[config.mk]
export PLATFORM = sky130hd
export DESIGN_NAME = wb_arbiter
export DESIGN_NICKNAME = d
export VERILOG_FILES = /design/src/rtl/wb_arbiter_pkg.sv /design/src/rtl/wb_scoreboard.sv /design/src/rtl/wb_arbiter.sv
export SDC_FILE = /design/constraint.sdc
export NUM_CORES = 1
export LEC_CHECK = 0
export ABC_CLOCK_PERIOD_IN_PS = 4450
export CAP_MARGIN = 20
export CORE_MARGIN = 2
export CORE_UTILIZATION = 47
export CTS_BUF_LIST = sky130_fd_sc_hd__clkbuf_4 sky130_fd_sc_hd__clkbuf_8 sky130_fd_sc_hd__clkbuf_16
export DETAILED_ROUTE_END_ITERATION = 7
export PLACE_DENSITY = 0.95
export SYNTH_ARGS = -nofsm -noshare
export SYNTH_HDL_FRONTEND = slang
export SYNTH_SLANG_ARGS = --single-unit
[constraint.sdc]
create_clock -name clock -period 4.45 [get_ports clock]
set_clock_uncertainty 0.1 [all_clocks]
set_input_delay 1.1125 -clock clock [delete_from_list [all_inputs] [get_ports clock]]
set_output_delay 1.1125 -clock clock [all_outputs]
set_load 0.01 [all_outputs]
[src/rtl/wb_arbiter_pkg.sv]
// Shared execute-stage definitions: register selects, the PC register index and NZCV flags.
package wb_arbiter_pkg;

    typedef logic [3:0] reg_sel_t;

    localparam reg_sel_t REG_PC = 4'd15;

    typedef struct packed {
        logic n;
        logic z;
        logic c;
        logic v;
    } nzcv_t;

endpackage

[src/rtl/wb_scoreboard.sv]
// Pending-producer scoreboard for r0..r14: set on issue, clear on write-back, hazard lookup.
module wb_scoreboard
    import wb_arbiter_pkg::*;
(
    input  logic     clock,
    input  logic     not_reset,
    input  logic     issue_valid,
    input  reg_sel_t issue_rd,
    output logic     issue_stall,
    input  logic     clr_valid,
    input  reg_sel_t clr_rd,
    input  reg_sel_t sel_p0,
    input  reg_sel_t sel_p1,
    output logic     hazard_p0,
    output logic     hazard_p1
);

    logic [14:0] pending_q, pending_d;
    logic [15:0] pending_ext;
    logic [15:0] next_ext;
    logic        issue_take;

    // r15 slot is tied low so lookups of the PC never report pending
    assign pending_ext = {1'b0, pending_q};

    assign issue_stall = issue_valid && pending_ext[issue_rd];
    assign issue_take  = issue_valid && !issue_stall && (issue_rd != REG_PC);
    assign hazard_p0   = pending_ext[sel_p0];
    assign hazard_p1   = pending_ext[sel_p1];

    always_comb begin
        next_ext = pending_ext;
        if (clr_valid) begin
            next_ext[clr_rd] = 1'b0;
        end
        if (issue_take) begin
            next_ext[issue_rd] = 1'b1;
        end
        pending_d = next_ext[14:0];
    end

    always_ff @(posedge clock or negedge not_reset) begin
        if (!not_reset) begin
            pending_q <= '0;
        end else begin
            pending_q <= pending_d;
        end
    end

endmodule

[src/rtl/wb_arbiter.sv]
// Write-back arbiter: shares the register-file write port between ALU and load returns,
// keeps the authoritative flags shadow and fronts the pending-register scoreboard.
module wb_arbiter
    import wb_arbiter_pkg::*;
#(
    parameter int unsigned STARVE_LIMIT = 3
) (
    input  logic        clock,
    input  logic        not_reset,
    input  logic        alu_valid,
    output logic        alu_ready,
    input  logic [3:0]  alu_rd,
    input  logic [31:0] alu_data,
    input  logic        alu_flag_we,
    input  logic [3:0]  alu_flags,
    input  logic        ld_valid,
    output logic        ld_ready,
    input  logic [3:0]  ld_rd,
    input  logic [31:0] ld_data,
    output logic        wr_not_enable,
    output logic [3:0]  wr_sel,
    output logic [31:0] wr_data,
    output logic [3:0]  wr_flags,
    input  logic        issue_valid,
    input  logic [3:0]  issue_rd,
    output logic        issue_stall,
    input  logic [3:0]  sel_p0,
    input  logic [3:0]  sel_p1,
    output logic        hazard_p0,
    output logic        hazard_p1,
    output logic        bad_rd
);

    localparam logic [3:0] STARVE_MAX = 4'(STARVE_LIMIT);

    logic [3:0]  starve_q, starve_d;
    nzcv_t       shadow_q, shadow_d;
    logic        wr_ne_q, wr_ne_d;
    reg_sel_t    wr_sel_q, wr_sel_d;
    logic [31:0] wr_data_q, wr_data_d;
    nzcv_t       wr_flags_q, wr_flags_d;
    logic        bad_rd_q, bad_rd_d;

    logic     force_alu;
    logic     alu_xfer;
    logic     ld_xfer;
    logic     xfer;
    reg_sel_t xfer_rd;

    // Readies depend only on the other side's valid and internal state
    assign force_alu = alu_valid && (starve_q == STARVE_MAX);
    assign ld_ready  = !force_alu;
    assign alu_ready = !ld_valid || force_alu;
    assign alu_xfer  = alu_valid && alu_ready;
    assign ld_xfer   = ld_valid && ld_ready;
    assign xfer      = alu_xfer || ld_xfer;
    assign xfer_rd   = alu_xfer ? alu_rd : ld_rd;

    always_comb begin
        starve_d = starve_q;
        if (alu_valid && ld_xfer) begin
            if (starve_q != STARVE_MAX) begin
                starve_d = starve_q + 4'd1;
            end
        end else if (alu_xfer || !alu_valid) begin
            starve_d = '0;
        end
    end

    always_comb begin
        shadow_d   = shadow_q;
        wr_ne_d    = 1'b1;
        wr_sel_d   = wr_sel_q;
        wr_data_d  = wr_data_q;
        wr_flags_d = wr_flags_q;
        bad_rd_d   = 1'b0;
        if (alu_xfer && alu_flag_we) begin
            shadow_d = nzcv_t'(alu_flags);
        end
        if (xfer) begin
            wr_sel_d   = xfer_rd;
            wr_data_d  = alu_xfer ? alu_data : ld_data;
            // Always present the flags as they stand after this write
            wr_flags_d = shadow_d;
            wr_ne_d    = (xfer_rd == REG_PC);
            bad_rd_d   = (xfer_rd == REG_PC);
        end
    end

    always_ff @(posedge clock or negedge not_reset) begin
        if (!not_reset) begin
            starve_q   <= '0;
            shadow_q   <= '0;
            wr_ne_q    <= 1'b1;
            wr_sel_q   <= '0;
            wr_data_q  <= '0;
            wr_flags_q <= '0;
            bad_rd_q   <= 1'b0;
        end else begin
            starve_q   <= starve_d;
            shadow_q   <= shadow_d;
            wr_ne_q    <= wr_ne_d;
            wr_sel_q   <= wr_sel_d;
            wr_data_q  <= wr_data_d;
            wr_flags_q <= wr_flags_d;
            bad_rd_q   <= bad_rd_d;
        end
    end

    assign wr_not_enable = wr_ne_q;
    assign wr_sel        = wr_sel_q;
    assign wr_data       = wr_data_q;
    assign wr_flags      = wr_flags_q;
    assign bad_rd        = bad_rd_q;

    wb_scoreboard u_scoreboard (
        .clock       (clock),
        .not_reset   (not_reset),
        .issue_valid (issue_valid),
        .issue_rd    (issue_rd),
        .issue_stall (issue_stall),
        .clr_valid   (xfer),
        .clr_rd      (xfer_rd),
        .sel_p0      (sel_p0),
        .sel_p1      (sel_p1),
        .hazard_p0   (hazard_p0),
        .hazard_p1   (hazard_p1)
    );

endmodule

**Yosys cells after proc, flatten, opt, wreduce, memory -nomap -nowiden**

Index checks and enable logic that the tools add are counted.
Widths: inputs -> output; s select.

- Logic and storage cells: 68
- Register bits: 65

- Reduce and logical (&&, ||, !) cells: 19
- Equal/unequal tests: 5
- Muxes and demuxes: 20
- Add/sub/neg operators: 1
- $lt $le $gt $ge: 6
- Bitwise logic cells: 3

Operator list:

| cell | count |
|---|---|
| $mux 32 | 1 |
| $mux 15 | 2 |
| $lt 4x5->1 const B | 4 |
| $mux 4 | 5 |
| $and 15x15->15 | 1 |
| $not 15->15 | 1 |
| $or 15x15->15 | 1 |
| $bmux 1 s4 | 3 |
| $logic_and 1x1->1 | 10 |
| $demux 1 s4 | 2 |
| $ge 4x1->1 const B | 2 |
| $mux 1 | 7 |
| $add 4x1->4 const B | 1 |
| $eq 4x2->1 const B | 1 |
| $eq 4x4->1 const B | 1 |
| $logic_not 1->1 | 4 |
| $ne 4x2->1 const B | 1 |
| $ne 4x4->1 const B | 1 |
| $logic_or 1x1->1 | 3 |
| $ne 2x1->1 const B | 1 |
| $reduce_and 2->1 | 1 |
| $reduce_bool 2->1 | 1 |

**Longest topological paths before layout**

- Depth in word-level cells: 14
- Depth in mapped cells: 8

**By module**

Synthesis repeated with hierarchy kept, for this count alone.

- Cells, all modules: 295
- Area total of the unflattened synthesis: 3671.0 um2

By module, submodules not included:

| module | cells each | instances | area each (um2) | seq. area each (um2) |
|---|---|---|---|---|
| wb_arbiter | 195 | 1 | 2628.8 | 1252.5 |
| wb_scoreboard | 100 | 1 | 1042.2 | 375.4 |

**Least setup slack after synthesis**

Ideal clock, no wire load.

- Path kind: input -> output
- Start point: in issue_rd[1]
- End point: out issue_stall
- Path buffers: 1
- Stages on the path: 5
- Path slack: 0.992 ns
- Data arrival time: 2.245 ns
- Cell sequence: buf_2 mux4_2 mux2_2 nand2_1 o211ai_1

- Longest elaborated chain between the ends: 3

Ends and longest elaborated chain:

| what | RTL line | text |
|---|---|---|
| from (decl) | wb_arbiter.sv:25 | `input logic [3:0] issue_rd,` |
| $bmux 1 s4 | wb_scoreboard.sv:26 | `assign issue_stall = issue_valid && pending_ext[issue_rd];` |
| $mux 1 (not written as such) | wb_scoreboard.sv:26 |  |
| $logic_and 1x1->1 | wb_scoreboard.sv:26 |  |
| to (decl) | wb_arbiter.sv:26 | `output logic issue_stall,` |

Every way passes these cells. The select of a mux whose other input is x is not followed.

**Worst setup path in the final report**

Same ends and word-level chain as after synthesis.

==> out/results.tsv <==
metric	value	unit
Placed Cells incl. Taps	616	
Ports	141	
Crit Path Max Fanout	3	
CP Depth	6	
Hold WC Path Type	reg2reg	
max incr delay on CP	0.55	ns
core box area	7250	um2
Register-to-Register Path Depth	7	
Routed WL per cell	17.5	um
Rows	31	
Die H	90.3	um
Yosys cell types	54	
Worst Min Path Start	starve_q[0]$_DFFE_PN0P_	
Final Max Tran Viols	0	
worst path cell trace	clkdlybuf4s50_1 -> mux4_2 -> mux2_2 -> nand2_1 -> o211ai_1 -> clkdlybuf4s50_1	
Die Wd	90.3	um
CP Data Arrival Time	3.17	ns
area growth from synthesis to final layout	47.9	%
WP data required	3.24	ns
Starting Density	48.3	%
Slowest-stage cell, CP	clkdlybuf4s50_1	
DR iter-0 viols	277	
fraction of layout cells with a size suffix above 1	8.82	%
Worst-path clk slew	0.08	ns
WL final	11.0	mm
CTS Sinks	65	
nets@finish	623	
hold_buf cts	0	
TNS Setup	0	ns
Peak VDD IR	0.187	mV
Crit Path Class	in2out	
worst skew pair latency	0.33	ns
vias in the first global route	3536	
Register Area	1630	um2
WHS Path Cells	1	
relative slew slack	49.1	%
GR Overflow Total	0	
global-route wire length before repair	17.8	mm
TritonCTS clock tree	built	
leading area contributor after synthesis	dfrtp_1	
Filler Cells Inserted	508	
most repeated library cell on the critical path	clkdlybuf4s50_1	
antenna cells	0	
Die ar.	8160	um2
Worst Setup Start Kind	primary input	
max_cap viols	0	
Pleak	2.11	nW
# setup viols final	0	
Mapped Cells	393	
Yosys warnings	0	
Buffers on Ports	140	
worst-margin pin slew	0.764	ns
Clock Tree Buf Depth	2	
number of synthesized register bits	65	
status	finished clean	
RSZ-0062 raised after global routing	false	
crit path launch	issue_rd[1]	
RD Place Congestion	0.992	
Syn Nets	488	
top_reg_cell synth	dfrtp_1	
initial antenna violation count	0	
CP Buf/Inv Count	2	
post-route ant nets	0	
post-cts sizing count	0	
Tcrit/Tclk final	98.5	%
Final Critical Period	4.38	ns
top cell type's share of synthesized area	45.7	%
endpoints failing hold	0	
Post-synth EDFFs	0	
H-Tree Depth	3	
PD cells	339	nW/um2
pin count of the biggest net entering global routing	46	
synthesized area	3500	um2
FFs w/ async S/R, synth	100	%
Total GRT Usage	27.2	%
total iterations of the first detailed-routing run	6	
Max Fclk	228	MHz
CP delay by family, top	buffers and inverters	
CTS root buffer	clkbuf_8	
worst flop-to-flop path startpoint	starve_q[0]$_DFFE_PN0P_	
Seq/Total Area, Yosys	46.5	%
Setup Buffers After CTS	0	
Multi-input gate area	1740	um2
WHS	0.368	ns
detailed placement HPWL	8.16	mm
final std cells w/o fill	632	
total number of vias	3632	
DR vias/cell	5.75	
Area contributors post-synth	dfrtp_1 (46%), nand2_1 (10%), a31oi_1 (7.1%)	
syn avg cell area	8.91	um2
critical path endpoint category	output pin	
# DRC	0	
total CTS buffers	9	
==> cells in the mapped netlist (3+ instances only) <==
master	number
dfrtp_1	64
nor4_1	6
nand4b_1	3
clkbuf_1	14
mux2i_1	5
inv_1	5
a31oi_1	40
o21ai_0	9
o22ai_1	4
buf_2	8
nor3_1	3
nand2b_1	6
nand3_1	12
a31o_2	4
mux4_2	9
nor2_1	48
o211ai_1	4
o221ai_1	3
nor2b_1	5
nand2_1	97
==> worst paths after layout <==
kind | end | slack (ns)
max in group asynchronous | wr_data[12]$_DFFE_PN0N_ | 2.59
min reg2reg | starve_q[0]$_DFFE_PN0P_ | 0.37
min in group asynchronous | wr_data[4]$_DFFE_PN0N_ | 0.74
max reg2reg | u_scoreboard.pending_q[2]$_DFF_PN0_ | 2.16
max | issue_stall | 0.07
min | starve_q[0]$_DFFE_PN0P_ | 0.37
==> cell type report <==
cell class	count	share of cell area, %
flip-flops and latches	65	31.4
repair buffers	148	28.1
well taps	99	2.39
multi-input cells	298	33.6
clock buffers	10	2.66
clock inverters	6	1.40
inverters	6	0.435
==> metrics by stage <==
step | instance area (um2) | power, mW | worst slack [ns] | util, %
3_3_place_gp | 4970 | 1.21 | 0.175 | 68.5
5_1_grt | 5180 | 1.84 | 0.0183 | 71.4
4_1_cts | 5180 | 1.76 | 0.0701 | 71.4
3_5_place_dp | 4970 | 1.24 | 0.0779 | 68.5
2_1_floorplan | 3500 | 0.959 | 0.992 | -
6_report | 5180 | 1.76 | 0.0676 | 71.4
==> per-layer routing <==
layer  part of all wire [%]  vias up  wire [um]  global-route usage [%]
met4                    2.1        0        234                    8.46
li1                       -     1684          -                       -
met2                     48      210       5320                    44.4
met1                     41     1709       4550                    36.9
met3                    8.4       29        923                    5.51
met5                      0        -          0                       0
==> kinds of logic after synthesis <==
| logic type | after synthesis | share of synthesized area, % |
|---|---|---|
| simple gates | 200 | 25.9 |
| compound gates | 80 | 15.4 |
| flops | 65 | 46.5 |
| buf+inv | 30 | 3.82 |
| mux | 15 | 7.54 |
| xor+xnor | 2 | 0.500 |
| fa+ha+maj | 1 | 0.357 |
==> sequential cells by signal, indices dropped and copies added, names as in the netlist <==
signal	count
wr_flags	4
shadow_q	4
u_scoreboard.pending_q	15
bad_rd	1
starve_q	4
wr_data	32
wr_not_enable	1
wr_sel	4
==> placed cells by master (no fill, tap or decap), types with 4 or more instances in the layout <==
| cell | instances |
|---|---|
| clkdlybuf4s50_1 | 139 |
| o21ai_0 | 9 |
| clkbuf_8 | 10 |
| a31o_2 | 4 |
| nor4_1 | 6 |
| nand2_1 | 97 |
| o211ai_1 | 4 |
| mux2i_1 | 5 |
| a31oi_1 | 40 |
| mux4_2 | 9 |
| inv_1 | 5 |
| dfrtp_1 | 64 |
| nor2_1 | 48 |
| nand2b_1 | 6 |
| nand3_1 | 12 |
| o22ai_1 | 4 |
| buf_4 | 8 |
| nor2b_1 | 5 |
==> power by group <==
part	switching, mW	leakage (nW)	total [mW]	internal (mW)
Combinational	0.200	1.23	0.470	0.269
Sequential	0.0866	0.782	0.762	0.676
Clock	0.246	0.104	0.527	0.281
Total	0.533	2.11	1.76	1.23
Power figures use the tool's default switching activity.
